## src/rtl/ysyx_22050019_lsu.sv

```systemverilog
// ---------------------------------------------------------------------------
// ysyx_22050019_lsu
// Multi-cycle RV64 load/store unit between the execute stage and a
// handshaked 64-bit data-memory port. It takes one request at a time. For a
// valid memory request it issues one aligned doubleword bus transaction.
// It then returns either a sign/zero-extended load result or a store
// completion to register writeback. It flags misaligned accesses without
// touching the bus, and it reports bus errors returned by memory.
//
// Ports
//   clk, rst_n        clock, asynchronous active-low reset
//   in_*              execute-stage request (valid/ready handshake)
//   mem_req_*         bus request channel (aligned address, lane data, strobes)
//   mem_rsp_*         bus response channel (full doubleword read data, error)
//   out_*             writeback result (valid/ready handshake, fault flags)
// All outputs are registered and read 0 while reset is asserted.
// ---------------------------------------------------------------------------
module ysyx_22050019_lsu (
   input  logic        clk,
   input  logic        rst_n,
   input  logic        in_valid,
   output logic        in_ready,
   input  logic        in_load,
   input  logic        in_store,
   input  logic [63:0] in_addr,
   input  logic [63:0] in_wdata,
   input  logic [1:0]  in_size,
   input  logic        in_unsigned,
   input  logic [4:0]  in_rd,
   output logic        mem_req_valid,
   input  logic        mem_req_ready,
   output logic        mem_req_we,
   output logic [63:0] mem_req_addr,
   output logic [63:0] mem_req_wdata,
   output logic [7:0]  mem_req_wstrb,
   input  logic        mem_rsp_valid,
   output logic        mem_rsp_ready,
   input  logic [63:0] mem_rsp_rdata,
   input  logic        mem_rsp_err,
   output logic        out_valid,
   input  logic        out_ready,
   output logic        out_wen,
   output logic [4:0]  out_rd,
   output logic [63:0] out_data,
   output logic        out_misalign,
   output logic        out_bus_err
);

   typedef enum logic [1:0] {
      IDLE = 2'd0,
      REQ  = 2'd1,
      RESP = 2'd2,
      DONE = 2'd3
   } state_t;

   state_t      state_r;
   logic [4:0]  rd_r;
   logic [2:0]  off_r;
   logic [1:0]  size_r;
   logic        uns_r;
   logic        load_r;

   logic        is_mem_s;
   logic        misalign_s;

   // Low address bits that must be zero for an access of the given size.
   function automatic logic [2:0] align_mask(input logic [1:0] size);
      case (size)
         2'd0:    align_mask = 3'b000;
         2'd1:    align_mask = 3'b001;
         2'd2:    align_mask = 3'b011;
         2'd3:    align_mask = 3'b111;
         default: align_mask = 3'b111;
      endcase
   endfunction

   // Byte-lane strobes of an aligned access within the doubleword.
   function automatic logic [7:0] lane_strobe(input logic [1:0] size, input logic [2:0] off);
      case (size)
         2'd0:    lane_strobe = 8'h01 << off;
         2'd1:    lane_strobe = 8'h03 << off;
         2'd2:    lane_strobe = 8'h0F << off;
         2'd3:    lane_strobe = 8'hFF;
         default: lane_strobe = 8'h00;
      endcase
   endfunction

   // Pull the addressed bytes down to bit 0 and extend them to 64 bits.
   function automatic logic [63:0] load_extend(input logic [63:0] rdata, input logic [2:0] off,
                                               input logic [1:0] size, input logic uns);
      logic [63:0] raw;
      raw = rdata >> {off, 3'b000};
      case (size)
         2'd0:    load_extend = uns ? {56'd0, raw[7:0]}  : {{56{raw[7]}}, raw[7:0]};
         2'd1:    load_extend = uns ? {48'd0, raw[15:0]} : {{48{raw[15]}}, raw[15:0]};
         2'd2:    load_extend = uns ? {32'd0, raw[31:0]} : {{32{raw[31]}}, raw[31:0]};
         2'd3:    load_extend = raw;
         default: load_extend = raw;
      endcase
   endfunction

   assign is_mem_s   = in_load | in_store;
   assign misalign_s = (in_addr[2:0] & align_mask(in_size)) != 3'b000;

   // Request/response FSM; every output port is a register written here.
   always_ff @(posedge clk or negedge rst_n) begin
      if (!rst_n) begin
         state_r       <= IDLE;
         rd_r          <= 5'd0;
         off_r         <= 3'd0;
         size_r        <= 2'd0;
         uns_r         <= 1'b0;
         load_r        <= 1'b0;
         in_ready      <= 1'b0;
         mem_req_valid <= 1'b0;
         mem_req_we    <= 1'b0;
         mem_req_addr  <= 64'd0;
         mem_req_wdata <= 64'd0;
         mem_req_wstrb <= 8'h00;
         mem_rsp_ready <= 1'b0;
         out_valid     <= 1'b0;
         out_wen       <= 1'b0;
         out_rd        <= 5'd0;
         out_data      <= 64'd0;
         out_misalign  <= 1'b0;
         out_bus_err   <= 1'b0;
      end else begin
         case (state_r)
            IDLE: begin
               in_ready <= 1'b1;
               if (in_valid && in_ready) begin
                  in_ready <= 1'b0;
                  rd_r     <= in_rd;
                  off_r    <= in_addr[2:0];
                  size_r   <= in_size;
                  uns_r    <= in_unsigned;
                  load_r   <= in_load;
                  if (!is_mem_s || misalign_s) begin
                     // No-op or misaligned: answer straight away, bus untouched.
                     state_r      <= DONE;
                     out_valid    <= 1'b1;
                     out_wen      <= 1'b0;
                     out_rd       <= in_rd;
                     out_data     <= 64'd0;
                     out_misalign <= is_mem_s;
                     out_bus_err  <= 1'b0;
                  end else begin
                     state_r       <= REQ;
                     mem_req_valid <= 1'b1;
                     mem_req_we    <= ~in_load;
                     mem_req_addr  <= {in_addr[63:3], 3'b000};
                     mem_req_wdata <= in_load ? 64'd0 : (in_wdata << {in_addr[2:0], 3'b000});
                     mem_req_wstrb <= in_load ? 8'h00 : lane_strobe(in_size, in_addr[2:0]);
                  end
               end
            end
            REQ: begin
               if (mem_req_ready) begin
                  state_r       <= RESP;
                  mem_req_valid <= 1'b0;
                  mem_rsp_ready <= 1'b1;
               end
            end
            RESP: begin
               if (mem_rsp_valid) begin
                  state_r       <= DONE;
                  mem_rsp_ready <= 1'b0;
                  out_valid     <= 1'b1;
                  out_rd        <= rd_r;
                  out_misalign  <= 1'b0;
                  if (mem_rsp_err) begin
                     out_bus_err <= 1'b1;
                     out_wen     <= 1'b0;
                     out_data    <= 64'd0;
                  end else if (load_r) begin
                     out_bus_err <= 1'b0;
                     out_wen     <= (rd_r != 5'd0);
                     out_data    <= load_extend(mem_rsp_rdata, off_r, size_r, uns_r);
                  end else begin
                     out_bus_err <= 1'b0;
                     out_wen     <= 1'b0;
                     out_data    <= 64'd0;
                  end
               end
            end
            DONE: begin
               // in_ready rises only after the result has been taken.
               if (out_ready) begin
                  state_r   <= IDLE;
                  out_valid <= 1'b0;
                  in_ready  <= 1'b1;
               end
            end
            default: begin
               state_r       <= IDLE;
               in_ready      <= 1'b0;
               mem_req_valid <= 1'b0;
               mem_rsp_ready <= 1'b0;
               out_valid     <= 1'b0;
            end
         endcase
      end
   end

endmodule

```

## config.mk

```make
export PLATFORM = sky130hd
export DESIGN_NAME = ysyx_22050019_lsu
export DESIGN_NICKNAME = d
export VERILOG_FILES = /design/src/rtl/ysyx_22050019_lsu.sv
export SDC_FILE = /design/constraint.sdc
export NUM_CORES = 1
export LEC_CHECK = 0
export CAP_MARGIN = 40
export CELL_PAD_IN_SITES_DETAIL_PLACEMENT = 0
export CELL_PAD_IN_SITES_GLOBAL_PLACEMENT = 1
export CORE_MARGIN = 2
export CORE_UTILIZATION = 38
export CTS_CLUSTER_SIZE = 30
export DETAILED_ROUTE_END_ITERATION = 16
export PLACE_DENSITY_LB_ADDON = 0.05
export SLEW_MARGIN = 20
export SYNTH_ARGS = -nofsm -noshare
export SYNTH_HDL_FRONTEND = slang
export SYNTH_SLANG_ARGS = --single-unit
```

## constraint.sdc

```tcl
create_clock -name clk -period 3.8 [get_ports clk]
set_input_delay 0.95 -clock clk [delete_from_list [all_inputs] [get_ports clk]]
set_output_delay 0.95 -clock clk [all_outputs]
set_load 0.01 [all_outputs]
```

* After elaboration in Yosys (flattened, before gate mapping)
Cells that the tools add are included.
** Word-level totals
- Output and inout port bits :: 213
- Logic and storage cells :: 115
- Bits in latches :: 0
- Register bits after elaboration :: 224
- Memories kept :: 0
- Memory bits (writable) :: 0
- Input bits :: 209
- ROM bits :: 0
** Operators by class
- Bitwise operators :: 4
- Eq/ne operators :: 15
- Multiplexer cells :: 51
- Add/subtract/negate cells :: 0
- Multiply operators :: 0
- Shifts and indexed selects :: 5
- Divide/modulo/power cells :: 0
- $lt $le $gt $ge :: 0
- Reductions and logical operators :: 21
** Operators with widths (number)
- 2-to-1 mux 64 bit :: 9
- case mux 64 bit (4 select lines) :: 1
- case mux 64 bit (2 select lines) :: 1
- << shifter 64 x 6 -> 64 bit :: 1
- right shift 64 x 6 -> 64 bit :: 1
- case mux 8 bit (4 select lines) :: 1
- 2-to-1 mux 1 bit :: 20
- 2-to-1 mux 5 bit :: 3
- equality test 2 bit (second input constant) :: 6
- inequality test 2 bit (second input constant) :: 6
- case mux 1 bit (2 select lines) :: 6
- case mux 3 bit (4 select lines) :: 1
- AND reduction 4 bit :: 3
- 2-to-1 mux 2 bit :: 5
- case mux 5 bit (2 select lines) :: 1
- 2-to-1 mux 8 bit :: 1
- case mux 2 bit (4 select lines) :: 1
- nonzero test 2 bit :: 4
- << shifter 1 x 3 -> 8 bit (first input constant) :: 1
- << shifter 2 x 3 -> 8 bit (first input constant) :: 1
- << shifter 4 x 3 -> 8 bit (first input constant) :: 1
- equality test 2 x 1 -> 1 bit (second input constant) :: 3
- logical NOT 2 bit :: 3
- AND reduction 3 bit :: 2
- other kinds (11) :: 14

* Longest topological paths before layout
Gate-level depths: netlist of the first run.
- Depth after elaboration :: 8
- Mapped depth :: 10

* Least setup slack after synthesis of the first run
Ideal clock, no wire load.
- Path kind :: input -> register
- Start point :: in in_size[0]
- End point :: reg out_data[55]
- Data required time :: 3734 ps
- Arrival time :: 2484 ps
- Path slack :: 1250 ps
- Stages :: 9
- Library setup time :: 66 ps
- Path through :: inv_1 ha_1 nor2_1 or2_4 a311o_1 a21oi_2 buf_6 buf_6 a22o_1
** Between the ends
- Longest elaborated chain between the ends :: 7
- Elaborated cells between the ends (all ways) :: 10
- Those cells by class :: 4 x eq/ne; 1 x mux; 1 x bitwise; 4 x reduce/logical
** Ends and longest elaborated chain
- start, declared :: line 27 : input logic [1:0] in_size,
- equality test 2 bit (tied with other cells) :: line 68 : case (size)
- case mux 3 bit (4 select lines) (*) :: line 68
- bitwise AND 3 bit (*) :: line 103 : assign misalign_s = (in_addr[2:0] & align_mask(in_size)) != 3'b000;
- nonzero test 3 bit (*) :: line 103
- logical OR 1 bit (*) :: line 138 : if (!is_mem_s || misalign_s) begin
- inequality test 2 bit (no line) (*)
- AND reduction 4 bit (no line) (*)
- end signal, assigned :: line 178 : out_data <= load_extend(mem_rsp_rdata, off_r, size_r, uns_r);
- end, declared :: line 44 : output logic [63:0] out_data,
Every way passes the cells marked *; elsewhere a longest branch is shown, timed or not.
A chain may end at the register's enable or synchronous reset.

* Worst setup path in the final report of the first run
- Start point :: in in_size[1]
- End point :: reg out_data[60]
Same word-level chain as after synthesis.

==> out/qor.txt, run 1 <==
pre-CTS setup slack = 0.574 ns
r2r worst-path depth = 5
first-pass GRT wire length = 68300 um
Bufs and invs on worst path = 3
Reg-to-Reg Start = off_r[1]$_DFFE_PN0P_
Via density = 5.60
R2R setup slack = 1.32 ns
share of cells above drive strength 1 = 13.2%
design area = 17700 um^2
fillers = 2800
Seq/Total Area, Yosys = 45.9%
maximum number of pins on one net before global-route repair = 93
Sink Count = 224
area of the die = 33600 um^2
dominant synthesized flop cell = dfrtp_1
clock tree buffer depth = 3
actual slew at the worst max-slew pin = 0.859 ns
period utilization = 71.5%
area leader, netlist = dfrtp_1
Worst Path Arrival = 3.18 ns
vias in the first global route = 11055
Layout Nets = 1738
# rows = 65
Syn Area/Cell = 10.6 um^2
Layout Utilization = 56.0%
Placed Cells = 1894
Post-DRT Antenna Nets = 0
first-pass iteration count of the detailed router = 5
HPWL Detailed = 33300 um
DRT iter0 DRCs = 630
Max Fclk = 368 MHz
relative slew slack = 42.6%
post-route setup TNS = 0 ns
CTS root buf = clkbuf_16
Synth Warn # = 0
hold buffers post-CTS = 0
Worst VDD drop = 0.000387 V
Mapped Cells = 1149
reg2reg end = out_data[12]$_DFFE_PN0P_
area delta synth->final = 45.0%
Netlist cell types = 59
Setup Buffers After CTS = 0
H-Tree Depth = 1
initial antenna violation count = 2
GRT overflow = 0
Area after DPL = 16700 um^2
average wire per standard cell = 23.2 um
gr usage total = 26.5%
Cell Area, Synth = 12200 um^2
Worst Path Max Fanout = 56
status = finished, final reports clean
critical path class = in -> reg
TritonCTS Buffers = 27
Clk pin slew, worst setup/hold paths = 0.05 ns
Largest stage delay, worst path = 0.53 ns
fin. max-slew vios = 0
leakage power = 0.00744 uW
post-synth top area share = 45.9%
core area = 31600 um^2
final worst setup slack = 1.08 ns
startpoint types = input pin
vias = 10901
HP Class = in -> async
PwrDens = 717 nW/um^2
FF+latch count, synth = 224
Async SR Flop Fraction = 100%
worst-path cell chain = clkdlybuf4s50_1 > inv_1 > ha_1 > nand2b_1 > and2_1 > a311o_1 > a21oi_4 > buf_12 > a22o_1
TritonCTS clock tree = yes
Worst Path Required = 4.27 ns
drt total wl = 45200 um
# setup viols final = 0
most common cell after layout, fill and taps aside = clkdlybuf4s50_1
most frequent cells in the layout = 415 x clkdlybuf4s50_1, 222 x dfrtp_1, 145 x nand2_1, 100 x mux2_2, 93 x mux2i_1
Area contributors post-synth = dfrtp_1 46%, mux2_2 9.2%, mux2i_1 7.6%, a22o_1 4.9%, nand2_1 4.5%
initial core utilization = 38.6%
final hold vios = 0
Post-CTS Resized = 0
IO Pins = 422
Placer Congestion = 0.852
die height = 183 um
cell family with most CP delay = buffers and inverters
I/O Buffers = 418
CP Depth = 9
Fin Clk Skew = 0.00749 ns
RSZ-0062 raised after global routing = false
Setup crit end kind = flip-flop
Layout Cells excl Fill = 1947
Post-synth EDFFs = 0
clk_lat worst skew = 0.54 ns
Max-Cap Viols = 0
die width = 183 um
Tmin final = 2.72 ns
drt drc = 0
CP max stage cell = clkdlybuf4s50_1
==> routing by layer <==
metal / part of all wire, % / track usage [%] / vias to the layer above / wire length, um
met1: 43 / 35.9 / 5351 / 19300
met5: 0.022 / 0 / - / 10
met4: 2.3 / 6.37 / 2 / 1050
met3: 10 / 8.50 / 55 / 4660
li1: - / - / 4984 / -
met2: 45 / 41.4 / 509 / 20100
==> area by class of cell <==
type / instances / area [um^2] / area share, %
clock buffer: 40 / 805 / 4.54
inverter: 11 / 41.3 / 0.233
antenna: 3 / 7.51 / 0.0424
tap: 402 / 503 / 2.84
multi-input combinational: 808 / 6040 / 34.1
sequential: 224 / 5610 / 31.7
timing repair buffer: 450 / 4560 / 25.8
clock inverter: 9 / 145 / 0.820
==> cell usage after synthesis, types with 3 or more instances <==
cell       count
a211o_1        8
a211oi_1      23
a21oi_1       32
a22o_1        69
a22oi_1        9
a31oi_1        4
and3_1         3
buf_1          8
buf_2         42
buf_4         14
buf_6          7
clkbuf_1      37
dfrtp_1      224
ha_1           7
inv_1         10
mux2_2       100
mux2i_1       93
mux4_2        15
nand2_1      145
nand2b_1       8
nand3_1       30
nand3b_1       3
nor2_1        40
nor2b_1       20
nor3_1         4
o211ai_1      12
o21a_1        12
o21ai_0       67
o21ai_1        8
o221ai_1      12
o22ai_1        8
o2bb2ai_1      8
o311ai_1       7
o31ai_1       31
==> stage by stage <==
step                      power, uW  hold WS [ns]
after CTS                     12800         0.476
after detailed placement       9950         0.466
after global placement         9890         0.462
after global routing          13400         0.504
final                         12700         0.457
after floorplan                7030         0.481
==> worst max path at each step <==
| stage | slack (ns) | to | from |
|---|---|---|---|
| finish | 1.08 | out_data[60]$_DFFE_PN0P_ | in_size[1] |
| global route | 0.99 | out_data[8]$_DFFE_PN0P_ | in_size[0] |
| CTS | 1.12 | out_data[46]$_DFFE_PN0P_ | in_size[1] |
| detailed placement | 0.57 | out_data[35]$_DFFE_PN0P_ | in_size[1] |
| global placement | 0.57 | mem_req_wdata[33]$_DFFE_PN0P_ | in_size[0] |
| floorplan | 1.25 | out_data[55]$_DFFE_PN0P_ | in_size[0] |
==> cells by family (layout without fill, tap and decap cells) <==
logic type / Yosys count / after routing / share of synthesized area, %
AOI/OAI and AO/OA: 324 / 324 / 19.0
and+or+nand+nor: 264 / 264 / 9.56
DFF: 224 / 224 / 45.9
muxes: 210 / 210 / 19.8
buffers and inverters: 119 / 510 / 4.95
adders and majority gates: 7 / 7 / 0.717
other: 1 / 6 / 0.0307
==> power by group <==
part / leakage (uW) / internal [uW] / switching [uW]
combinational: 0.00402 / 3080 / 2950
clock: 0.000472 / 1720 / 1040
sequential: 0.00295 / 3260 / 641
==> flip-flops by register name, indices dropped and copies added, names as in the netlist <==
signal	cells
load_r	1
mem_req_wdata	64
rd_r	5
out_bus_err	1
out_data	64
state_r	2
mem_req_wstrb	8
mem_rsp_ready	1
in_ready	1
mem_req_valid	1
out_misalign	1
mem_req_we	1
mem_req_addr	61
out_rd	5
off_r	3
uns_r	1
out_wen	1
out_valid	1
size_r	2
(Power assumes the default switching activity.)
==> run 2: changes to the inputs <==
- CORE_UTILIZATION: 38 -> 31
- clock period: 3.8 -> 2.46 ns (I/O delays scaled with it)
==> out/qor.txt, run 2 (synthesized netlist as in run 1, its figures left out) <==
Reg power frac = 29.8% (-0.9 points)
Largest regs = mem_req_wdata (64), out_data (64), mem_req_addr (61)
Sink Count = 224 (unchanged)
clock power share = 21.1% (-0.7 points)
R2R setup slack = 0.26 ns (-1.06 ns)
worst hold slack = 0.0178 ns (-0.439 ns)
hold buffers post-CTS = 0 (unchanged)
share of total power in combinational logic = 49.1% (+1.6 points)
core area = 38700 um^2 (+22%)
cell family with most CP delay = buffers and inverters
GRT overflow = 0 (unchanged)
Post-DRT Antenna Nets = 0 (unchanged)
initial antenna violation count = 3 (+1)
worst-path cell chain = clkdlybuf4s50_1 > inv_1 > ha_1 > nand2b_1 > and2_1 > a311o_1 > a21oi_4 > buf_12 > a22o_1
Layout Utilization = 47.7% (-8.3 points)
HPWL Detailed = 36100 um (+8.5%)
most frequent cells in the layout = 415 x clkdlybuf4s50_1, 222 x dfrtp_1, 145 x nand2_1, 100 x mux2_2, 93 x mux2i_1
reg2reg end = out_data[13]$_DFFE_PN0P_
average wire per standard cell = 22.0 um (-5.1%)
TritonCTS Buffers = 28 (+3.7%)
relative slew slack = 48.3% (+5.8 points)
leakage power = 0.00782 uW (+5.0%)
period utilization = 92.4%
Clk pin slew, worst setup/hold paths = 0.06 ns (about the same)
IO Pins = 422 (unchanged)
fin. max-slew vios = 0 (unchanged)
H-Tree Depth = 1 (unchanged)
Placer Congestion = 0.825 (-3.1%)
Layout Nets = 1811 (+4.2%)
die height = 202 um (+10%)
Layout Cells excl Fill = 2137 (+9.8%)
design area = 18500 um^2 (+4.4%)
clock tree buffer depth = 3 (unchanged)
pre-CTS setup slack = -0.372 ns (-0.946 ns)
drt total wl = 47100 um (+4.1%)
final hold vios = 0 (unchanged)
I/O Buffers = 418 (unchanged)
most common cell after layout, fill and taps aside = clkdlybuf4s50_1
Max Fclk = 440 MHz
Reg-to-Reg Start = state_r[0]$_DFFE_PN0P_
first-pass iteration count of the detailed router = 5 (unchanged)
Setup crit end kind = flip-flop
final worst setup slack = 0.186 ns (-0.896 ns)
Worst Path Required = 2.95 ns (-1.32 ns)
internal power = 12700 uW (+57%)
Worst VDD drop = 0.000694 V (+80%)
actual slew at the worst max-slew pin = 0.773 ns (-0.0859 ns)
gr usage total = 22.6% (-3.9 points)
Fin Clk Skew = 0.00680 ns (-0.000690 ns)
vias in the first global route = 11384 (+3.0%)
# setup viols final = 0 (unchanged)
area delta synth->final = 51.3%
initial core utilization = 31.5% (-7.1 points)
RSZ-0062 raised after global routing = false
drt drc = 0 (unchanged)
maximum number of pins on one net before global-route repair = 76 (-18%)
Worst Path Max Fanout = 56 (unchanged)
Area after DPL = 17500 um^2 (+4.6%)
CTS root buf = clkbuf_16
TritonCTS clock tree = yes
share of cells above drive strength 1 = 17.6% (+4.3 points)
PwrDens = 1090 nW/um^2 (+51%)
Bufs and invs on worst path = 3 (unchanged)
Max-Cap Viols = 0 (unchanged)
Net Switching = 7360 uW (+59%)
DRT iter0 DRCs = 604 (-4.1%)
startpoint types = input pin
Post-CTS Resized = 0 (unchanged)
first-pass GRT wire length = 71100 um (+4.1%)
CP Depth = 9 (unchanged)
# rows = 72 (+11%)
critical path class = in -> reg
Placed Cells = 2082 (+9.9%)
clk_lat worst skew = 0.56 ns (+0.02 ns)
area of the die = 41000 um^2 (+22%)
Largest stage delay, worst path = 0.51 ns (-0.02 ns)
r2r worst-path depth = 8 (+3)
Setup Buffers After CTS = 0 (unchanged)
Tmin final = 2.27 ns
Switching Share = 36.7% (+0.20 points)
HP Class = in -> async
Worst Path Arrival = 2.77 ns (-0.41 ns)
status = finished, final reports clean
vias = 10984 (+0.76%)
Via density = 5.14 (-8.2%)
die width = 202 um (+10%)
CP max stage cell = clkdlybuf4s50_1
-- run 2: worst register-to-register path, delay by kind of cell (launching register included) --
| family | cells | cell delay, ns |
|---|---|---|
| adder cells (fa/ha/maj) | 1 | 0.30 |
| AO/OA/AOI/OAI | 4 | 0.94 |
| flip-flops | 1 | 0.39 |
| buffers and inverters | 3 | 0.51 |
-- run 2: area by class of cell --
cell class | count | area, um^2
diodes | 2 | 5.00
clock buffers | 41 | 871
clock inverters | 11 | 88.8
fillers | 3650 | 20300
inverters | 11 | 41.3
multi-input cells | 808 | 6040
flip-flops and latches | 224 | 5610
well taps | 518 | 648
repair buffers | 522 | 5170
-- run 2: worst max-delay path by stage --
| stage | start | end | slack, ns |
|---|---|---|---|
| after detailed placement | in_size[0] | out_data[13]$_DFFE_PN0P_ | -0.37 |
| after CTS | in_size[0] | out_data[32]$_DFFE_PN0P_ | 0.22 |
| after global routing | in_size[0] | out_data[13]$_DFFE_PN0P_ | 0.10 |
| after floorplan | in_size[0] | out_data[55]$_DFFE_PN0P_ | 0.24 |
| final | in_size[0] | out_data[13]$_DFFE_PN0P_ | 0.19 |
| after global placement | in_size[0] | out_data[37]$_DFFE_PN0P_ | -0.31 |
-- run 2: per-layer routing --
metal  wire [um]  up-vias  global-route usage, %
li1            -     5148                      -
met1       21200     5389                   30.8
met2       21000      382                   35.0
met3        3700       63                   6.68
met4        1210        2                   6.00
met5          14        -                      0
-- run 2: metrics by stage --
step / setup TNS, ns / power [uW]
global route: 0 / 21300
detailed placement: -52.47 / 15900
floorplan: 0 / 10900
global placement: -38.58 / 15900
CTS: 0 / 20300
finish: 0 / 20100
-- run 2: power groups by stage --
| stage | combinational, uW | sequential [uW] | clock [uW] |
|---|---|---|---|
| 2_1_floorplan | 4520 | 6340 | 0 |
| 3_3_place_gp | 9880 | 6000 | 0 |
| 3_5_place_dp | 9900 | 6030 | 0 |
| 4_1_cts | 9950 | 5990 | 4370 |
| 5_1_grt | 10700 | 6170 | 4490 |
| 6_report | 9860 | 5970 | 4230 |
